### src/rtl/gpio_bank_arbiter.sv
// gpio_bank_arbiter: shares one WIDTH-pad GPIO bank between NREQ requesters.
// Round-robin ownership with a bounded lease while others wait, and a forced
// turnaround window with released pads between consecutive owners so two
// owners can never drive the pads in the same cycle.

module gpio_bank_arbiter #(
  parameter int unsigned NREQ         = 4,
  parameter int unsigned WIDTH        = 16,
  parameter int unsigned LEASE_CYCLES = 8,
  parameter int unsigned TURN_CYCLES  = 2
) (
  input  logic                    wb_clk_i,
  input  logic                    wb_rst_i,
  input  logic [NREQ-1:0]         req,
  input  logic [NREQ*WIDTH-1:0]   req_out,
  input  logic [NREQ*WIDTH-1:0]   req_oeb,
  output logic [NREQ-1:0]         gnt,
  output logic [WIDTH-1:0]        io_out,
  output logic [WIDTH-1:0]        io_oeb,
  output logic                    busy,
  output logic                    lease_expired
);

  localparam int unsigned PtrW     = $clog2(NREQ);
  localparam logic [7:0]  LeaseMax = 8'(LEASE_CYCLES);
  localparam logic [3:0]  TurnLen  = 4'(TURN_CYCLES);

  typedef enum logic [1:0] {
    StIdle,
    StGrant,
    StTurn
  } state_e;

  state_e            state_q, state_d;
  logic [PtrW-1:0]   ptr_q, ptr_d;
  logic [PtrW-1:0]   owner_q, owner_d;
  logic [NREQ-1:0]   gnt_q, gnt_d;
  logic [7:0]        lease_q, lease_d;
  logic [3:0]        turn_q, turn_d;
  logic [WIDTH-1:0]  io_out_q, io_out_d;
  logic [WIDTH-1:0]  io_oeb_q, io_oeb_d;
  logic              lease_exp_q, lease_exp_d;

  logic              pick_valid;
  logic [PtrW-1:0]   pick_idx;
  logic [PtrW-1:0]   cand;
  logic [WIDTH-1:0]  owner_out;
  logic [WIDTH-1:0]  owner_oeb;
  logic              owner_req;
  logic              others_pending;
  logic [PtrW-1:0]   ptr_after_owner;
  logic              lease_at_max;

  // Round-robin pick: first requester found scanning ptr, ptr+1, ... mod NREQ.
  always_comb begin
    pick_valid = 1'b0;
    pick_idx   = '0;
    cand       = '0;
    for (int unsigned i = 0; i < NREQ; i++) begin
      cand = PtrW'((32'(ptr_q) + i) % NREQ);
      if (!pick_valid && req[cand]) begin
        pick_valid = 1'b1;
        pick_idx   = cand;
      end
    end
  end

  // Select the current owner's pad data and output-enable-bar.
  always_comb begin
    owner_out = '0;
    owner_oeb = '1;
    for (int unsigned k = 0; k < NREQ; k++) begin
      if (owner_q == PtrW'(k)) begin
        owner_out = req_out[k*WIDTH +: WIDTH];
        owner_oeb = req_oeb[k*WIDTH +: WIDTH];
      end
    end
  end

  // Owner status and the pointer value used after the owner leaves.
  always_comb begin
    owner_req       = req[owner_q];
    // gnt_q is the owner's one-hot while in StGrant, so masking leaves the others.
    others_pending  = |(req & ~gnt_q);
    lease_at_max    = (lease_q == LeaseMax);
    ptr_after_owner = (owner_q == PtrW'(NREQ - 1)) ? '0 : owner_q + PtrW'(1);
  end

  // Next-state and registered-output logic for the ownership FSM.
  always_comb begin
    state_d     = state_q;
    ptr_d       = ptr_q;
    owner_d     = owner_q;
    gnt_d       = gnt_q;
    lease_d     = lease_q;
    turn_d      = turn_q;
    io_out_d    = '0;
    io_oeb_d    = '1;
    lease_exp_d = 1'b0;

    unique case (state_q)
      StIdle: begin
        if (pick_valid) begin
          state_d = StGrant;
          owner_d = pick_idx;
          gnt_d   = NREQ'(1) << pick_idx;
          lease_d = 8'd1;
        end
      end

      StGrant: begin
        // Pads follow the owner's inputs with one cycle of lag, including on
        // the exit edge, so data persists one cycle after gnt falls.
        io_out_d = owner_out;
        io_oeb_d = owner_oeb;
        if (!owner_req || (lease_at_max && others_pending)) begin
          state_d     = StTurn;
          gnt_d       = '0;
          ptr_d       = ptr_after_owner;
          turn_d      = TurnLen;
          lease_d     = '0;
          lease_exp_d = owner_req;
        end else if (lease_at_max) begin
          lease_d = 8'd1;
        end else begin
          lease_d = lease_q + 8'd1;
        end
      end

      StTurn: begin
        // Requests are ignored here; pads stay released.
        turn_d = turn_q - 4'd1;
        if (turn_q <= 4'd1) begin
          state_d = StIdle;
        end
      end

      default: begin
        state_d = StIdle;
        gnt_d   = '0;
      end
    endcase
  end

  // State registers with synchronous reset; reset releases the pads at once.
  always_ff @(posedge wb_clk_i) begin
    if (wb_rst_i) begin
      state_q     <= StIdle;
      ptr_q       <= '0;
      owner_q     <= '0;
      gnt_q       <= '0;
      lease_q     <= '0;
      turn_q      <= '0;
      io_out_q    <= '0;
      io_oeb_q    <= '1;
      lease_exp_q <= 1'b0;
    end else begin
      state_q     <= state_d;
      ptr_q       <= ptr_d;
      owner_q     <= owner_d;
      gnt_q       <= gnt_d;
      lease_q     <= lease_d;
      turn_q      <= turn_d;
      io_out_q    <= io_out_d;
      io_oeb_q    <= io_oeb_d;
      lease_exp_q <= lease_exp_d;
    end
  end

  assign gnt           = gnt_q;
  assign io_out        = io_out_q;
  assign io_oeb        = io_oeb_q;
  assign busy          = (state_q != StIdle);
  assign lease_expired = lease_exp_q;

`ifndef SYNTHESIS
  gnt_onehot0_a: assert property (@(posedge wb_clk_i) $onehot0(gnt_q));
  idle_released_a: assert property (@(posedge wb_clk_i) disable iff (wb_rst_i)
                                    (state_q == StIdle) |-> (&io_oeb_q));
`endif

endmodule

### config.mk
export PLATFORM = sky130hd
export DESIGN_NAME = gpio_bank_arbiter
export DESIGN_NICKNAME = d
export VERILOG_FILES = /design/src/rtl/gpio_bank_arbiter.sv
export SDC_FILE = /design/constraint.sdc
export NUM_CORES = 1
export LEC_CHECK = 0
export ABC_CLOCK_PERIOD_IN_PS = 2000
export CAP_MARGIN = 5
export CORE_MARGIN = 2
export CORE_UTILIZATION = 40
export CTS_BUF_LIST = sky130_fd_sc_hd__clkbuf_4
export DETAILED_ROUTE_END_ITERATION = 12
export GPL_TIMING_DRIVEN = 1
export PLACE_DENSITY = 0.91
export SLEW_MARGIN = 0
export SYNTH_ARGS = -nofsm -noshare
export SYNTH_HDL_FRONTEND = slang
export SYNTH_SLANG_ARGS = --single-unit
### constraint.sdc
create_clock -name wb_clk_i -period 2 [get_ports wb_clk_i]
set_input_delay 0.5 -clock wb_clk_i [delete_from_list [all_inputs] [get_ports wb_clk_i]]
set_output_delay 0.5 -clock wb_clk_i [all_outputs]
set_load 0.03 [all_outputs]
Word level (Yosys, flattened, before mapping)
Index checks and enable logic that the tools add are counted.

Bits in registers: 55. Input port bits: 134. Output and inout port bits: 38.

Add/subtract/negate cells: 6. Magnitude comparators: 6. Equality and inequality tests: 9. Shift-type cells: 1. Multiplexer cells: 40. Bitwise logic cells: 5. Reduce and logical (&&, ||, !) cells: 23.

Operators with widths (number): 16-bit two-way mux (8); 8-bit two-way mux (3); 2-bit two-way mux (8); 8-bit case mux with 2 select lines (1); 2-bit by 3-bit < comparator with 1-bit output (second input constant) (5); 4-bit two-way mux (3); 4-bit case mux with 3 select lines (1); 1-bit binary-select mux with 2-bit select (5); 1-bit two-way mux (9); 8-bit by 1-bit adder with 8-bit output (second input constant) (1); 8-bit by 4-bit equality test with 1-bit output (second input constant) (1); 4-bit case mux with 2 select lines (1); 2-bit AND reduction (4); 2-bit equality test (second input constant) (3); 2-bit != test (second input constant) (3); 2-bit case mux with 3 select lines (1); 3-bit AND reduction (2); 2-bit nonzero test (3); 2-bit by 1-bit adder with 2-bit output (second input constant) (2); 2-bit adder (second input constant) (2); 4-bit bitwise AND (1); 2-bit by 1-bit equality test with 1-bit output (second input constant) (2); 4-bit by 1-bit less-or-equal comparator with 1-bit output (second input constant) (1); 1-bit logical AND (4); 10 further kinds (16).

Longest topological paths before layout
Depth after elaboration: 15. Mapped depth: 9. Mapped depth without buffers: 7.

Worst setup path before layout
OpenSTA, ideal clock, no wires.

Path kind: register to register. Start point: register owner_q[1]. End point: register io_out_q[14], in the netlist io_out[14]. Arrival time: 1.567 ns. Path slack: 0.311 ns. Cell stages (with the launch flop): 10. Path buffers: 3. Clock period less this slack: 1.689 ns. Cell sequence: dfxtp_1 inv_1 ha_1 buf_2 buf_2 buf_2 a221oi_1 nor3_1 a21oi_1 nor2_1.

Word-level cells in the longest chain between the ends: 5.

RTL lines: from (decl) (RTL line 36) `logic [PtrW-1:0] owner_q, owner_d;`; from (signal assigned) (RTL line 160) `owner_q <= owner_d;`; 2-bit zero test (RTL line 73) `if (owner_q == PtrW'(k)) begin`; 16-bit two-way mux (3 in series) (RTL line 73); 16-bit two-way mux * (RTL line 73); to (signal assigned) (RTL line 164) `io_out_q <= io_out_d;`; to (decl) (RTL line 40) `logic [WIDTH-1:0] io_out_q, io_out_d;`.

Mark *: on every way between the ends. The rest lies on a longest branch, timed or not. A chain may end at the register's enable or synchronous reset.

Final worst setup path
Start point: register gnt_q[3], in the netlist gnt[3]. End point: output gnt[3].

RTL lines: from (decl) (RTL line 37) `logic [NREQ-1:0] gnt_q, gnt_d;`; from (signal assigned) (RTL line 161) `gnt_q <= gnt_d;`; to (decl) (RTL line 17) `output logic [NREQ-1:0] gnt,`.

No word-level cell between the ends.

==> impl_summary.txt <==
----------------------------------------------------
[Yosys]
  Sequential area share after synthesis ... 0.348
  FF+latch count, synth ... 55
  Post-synthesis area per instance ... 7.84 sq um
  Cell area after synthesis ... 0.00317 sq mm
  Count of different cell masters after synthesis ... 43
  Primary FF master, synth ... sky130_fd_sc_hd__dfxtp_1
  Fraction of registers with async set or reset after synthesis ... 0
  Net Count, Synth ... 546
  Total number of yosys warnings ... 0
  Number of enable-type register cells in the synthesized netlist ... 0
  Post-synthesis cell count ... 404

[GRT]
  Pin count of the biggest net entering global routing ... 61
  GRT Total Usage ... 0.233
  Wire length of the first global-routing pass ... 16200 um
  Overall overflow remaining after global route ... 0
  Vias in the first global route ... 3452
  Number of antenna violations at the first check in global routing ... 0

[Finish]
  Synthesis-to-finish area growth ... 63.5%
  Fraction of layout instances using a drive strength above 1 ... 0.0713
  Ant. Diodes ... 0
  Nets ... 716
  Fillers ... 633
  Number of non-filler instances in the completed layout ... 677
  Most common cell after layout, fill and taps aside ... sky130_fd_sc_hd__clkdlybuf4s50_1
  Layout Cell Area excl Fill ... 0.00518 sq mm
  Commonest cells after routing, fill and taps aside ... 167 x sky130_fd_sc_hd__clkdlybuf4s50_1, 54 x sky130_fd_sc_hd__dfxtp_1, 50 x sky130_fd_sc_hd__nor2b_1, 39 x sky130_fd_sc_hd__nor2_1, 33 x sky130_fd_sc_hd__a221oi_1

[CTS]
  Number of buffers inserted during clock tree synthesis ... 5
  Post-CTS Setup Bufs ... 0
  H-Tree Level Count ... 2
  CTS tree ... done
  Buffers from clock root to sink, at most ... 2
  Clock-pin slew on the worst setup and hold paths ... 140 ps
  Clock Tree Root ... sky130_fd_sc_hd__clkbuf_4
  Latest clock arrival within the worst-skew pair ... 380 ps
  Count of clock tree sinks ... 55

[Worst setup path]
  Crit end category ... output port
  Required time reported for the critical path endpoint ... 1500 ps
  Critical R2R Launch ... owner_q[1]$_SDFFE_PP0P_
  CP max FO ... 3
  Critical path type ... reg -> out
  Crit path buf inv count ... 1
  Cell count of the worst reg-to-reg path ... 7
  Reg-to-reg endpoint ... io_out[4]$_SDFF_PP0_
  WP data arrival ... 1450 ps
  CP max stage delay ... 680 ps
  Category of the worst setup path launch point ... register
  Reg-to-reg slack, setup ... 210 ps
  Highest-delay cell along the critical path ... sky130_fd_sc_hd__clkdlybuf4s50_1
  Sequence of cells on the critical path ... clkdlybuf4s50_1
  Kind of cell with the highest combined delay on the critical path ... buffers and inverters

[Detailed routing]
  Number of vias in the routed layout ... 3634
  Ratio of routed vias to standard cells ... 5.37
  Violation count after the first detailed-route iteration ... 125
  DR pass1 iterations ... 5
  Antenna Nets Post-Route ... 0
  Number of remaining DRC errors ... 0
  Routed WL per cell ... 15.4 um
  Drt total wl ... 10400 um

[Placement]
  Pre-CTS setup slack ... -224 ps
  Dpl cell area ... 0.00509 sq mm
  Number of port buffers ... 171
  GPL Wtd Cong ... 0.904
  Cell count after placement ... 669
  DP HPWL ... 8070 um

[Timing]
  Max-slew headroom ... 0.610
  Number of failing hold endpoints at the final stage ... 0
  Portion of the clock cycle consumed by the worst path in the final layout ... 0.974
  Endpoints failing setup ... 0
  Max-slew violation total from the final report ... 0
  Smallest hold slack ... 500 ps
  Clock skew ... 9.64 ps
  Highest achievable clock rate ... 513 MHz
  Worst slew pin tran ... 585 ps
  Minimum clock period ... 1950 ps
  Worst setup slack after layout ... 51.3 ps
  Unrepaired setup endpoints after global routing ... no
  Total negative setup slack ... 0 ps

[Pwr]
  Power density of the placed cells ... 601 mW/mm^2
  Max IR drop VDD ... 0.280 mV
  LEAKAGE ... 2.04 nW

[Run]
  Max cap viols ... 0

[Floorplan]
  Die outline height ... 93.0 um
  Width of the die ... 93.0 um
  CORE AREA ... 0.00769 sq mm
  Top-Level Pins ... 172
  Floorplan row count ... 32
  Area enclosed by the die boundary ... 0.00864 sq mm
  Initial standard-cell utilization of the core ... 0.412

[Outcome]
  Outcome ... complete, no violations

[Hold path]
  Hold Path Sink ... gnt[0]$_SDFFE_PP0P_
  Number of stages on the worst hold path ... 1
  Startpoint of the tightest hold check path ... gnt[0]$_SDFFE_PP0P_
  Path category of the worst min-delay check ... reg -> reg

----------------------------------------------------
-- cells by family (layout without fill, tap and decap cells) --
| kind of cell | Yosys count | after routing | synth area share |
|---|---|---|---|
| xor+xnor | 5 | 5 | 0.0138 |
| compound gates | 117 | 117 | 0.256 |
| fa+ha+maj | 8 | 8 | 0.0316 |
| simple gates | 157 | 157 | 0.262 |
| buf+inv | 59 | 230 | 0.0735 |
| mux | 3 | 3 | 0.0150 |
| flops | 55 | 55 | 0.348 |
-- layer usage --
metal,vias to the layer above,routed length (um),track usage
met5,-,0,0
met4,0,142,0.0600
met3,12,771,0.0492
met2,137,5330,0.431
met1,1706,4170,0.273
li1,1779,-,-
-- flip-flops by register name, indices dropped and copies added (netlist names) --
| signal | count |
|---|---|
| gnt | 4 |
| owner_q | 2 |
| turn_q | 4 |
| state_q | 2 |
| io_out | 16 |
| lease_q | 8 |
| ptr_q | 2 |
| lease_expired | 1 |
| io_oeb | 16 |
-- worst register-to-register path, delay by kind of cell (launching register included) --
kind	cells	cell delay, ps
flops	1	460
compound gates	2	420
buf+inv	2	360
simple gates	2	120
fa+ha+maj	1	310
-- layout make-up --
class | count | area (sq um) | share of cell area
inverters | 29 | 109 | 0.0210
repair buffers | 193 | 1920 | 0.371
multi-input cells | 290 | 1840 | 0.356
well taps | 102 | 128 | 0.0247
flip-flops and latches | 55 | 1100 | 0.213
clock inverters | 3 | 38.8 | 0.00749
clock buffers | 5 | 37.5 | 0.00725
-- through the flow --
| stage | utilization | power (mW) |
|---|---|---|
| 4_1_cts | 0.672 | 3.14 |
| 5_1_grt | 0.673 | 3.31 |
| 3_5_place_dp | 0.662 | 2.53 |
| 3_3_place_gp | 0.662 | 2.49 |
| 6_report | 0.673 | 3.11 |
| 2_1_floorplan | - | 1.95 |
-- timing repair --
action / 4_1_cts / 5_1_grt
hold buffers: 0 / 0
resized for setup: 1 / 4
cloned: 0 / 0
endpoints found under the setup margin: 1 / 11
-- worst max-delay path by stage --
| stage | from | endpoint | slack, ps | depth (start not counted) |
|---|---|---|---|---|
| 2_1_floorplan | owner_q[1]$_SDFFE_PP0P_ | io_out[14]$_SDFF_PP0_ | 310 | 9 |
| 3_3_place_gp | req[1] | lease_q[4]$_SDFFE_PP0P_ | -110 | 6 |
| 3_5_place_dp | req[1] | gnt[2]$_SDFFE_PP0P_ | -220 | 6 |
| 4_1_cts | gnt[1]$_SDFFE_PP0P_ | gnt[1] | 10 | 1 |
| 5_1_grt | gnt[3]$_SDFFE_PP0P_ | gnt[3] | 4 | 1 |
| 6_report | gnt[3]$_SDFFE_PP0P_ | gnt[3] | 50 | 1 |
-- synth_stat cells (4+ instances only) --
library cell                n  area (sq um)
sky130_fd_sc_hd__clkbuf_1  21          78.8
sky130_fd_sc_hd__nand3_1    6          30.0
sky130_fd_sc_hd__nand2b_1   4          25.0
sky130_fd_sc_hd__nor2b_1   50           313
sky130_fd_sc_hd__buf_2      9          45.0
sky130_fd_sc_hd__a211oi_1  17           128
sky130_fd_sc_hd__dfxtp_1   55          1100
sky130_fd_sc_hd__nor2_1    39           146
sky130_fd_sc_hd__a21oi_1   25           125
sky130_fd_sc_hd__inv_1     29           109
sky130_fd_sc_hd__ha_1       8           100
sky130_fd_sc_hd__nor3_1    24           120
sky130_fd_sc_hd__o21ai_0   23           115
sky130_fd_sc_hd__a221oi_1  33           289
sky130_fd_sc_hd__nand2_1   15          56.3
-- report_power, final --
group / internal, mW / switching (mW)
logic: 0.664 / 0.613
clock network: 0.258 / 0.346
registers: 1.18 / 0.0494
(Power assumes the default switching activity.)
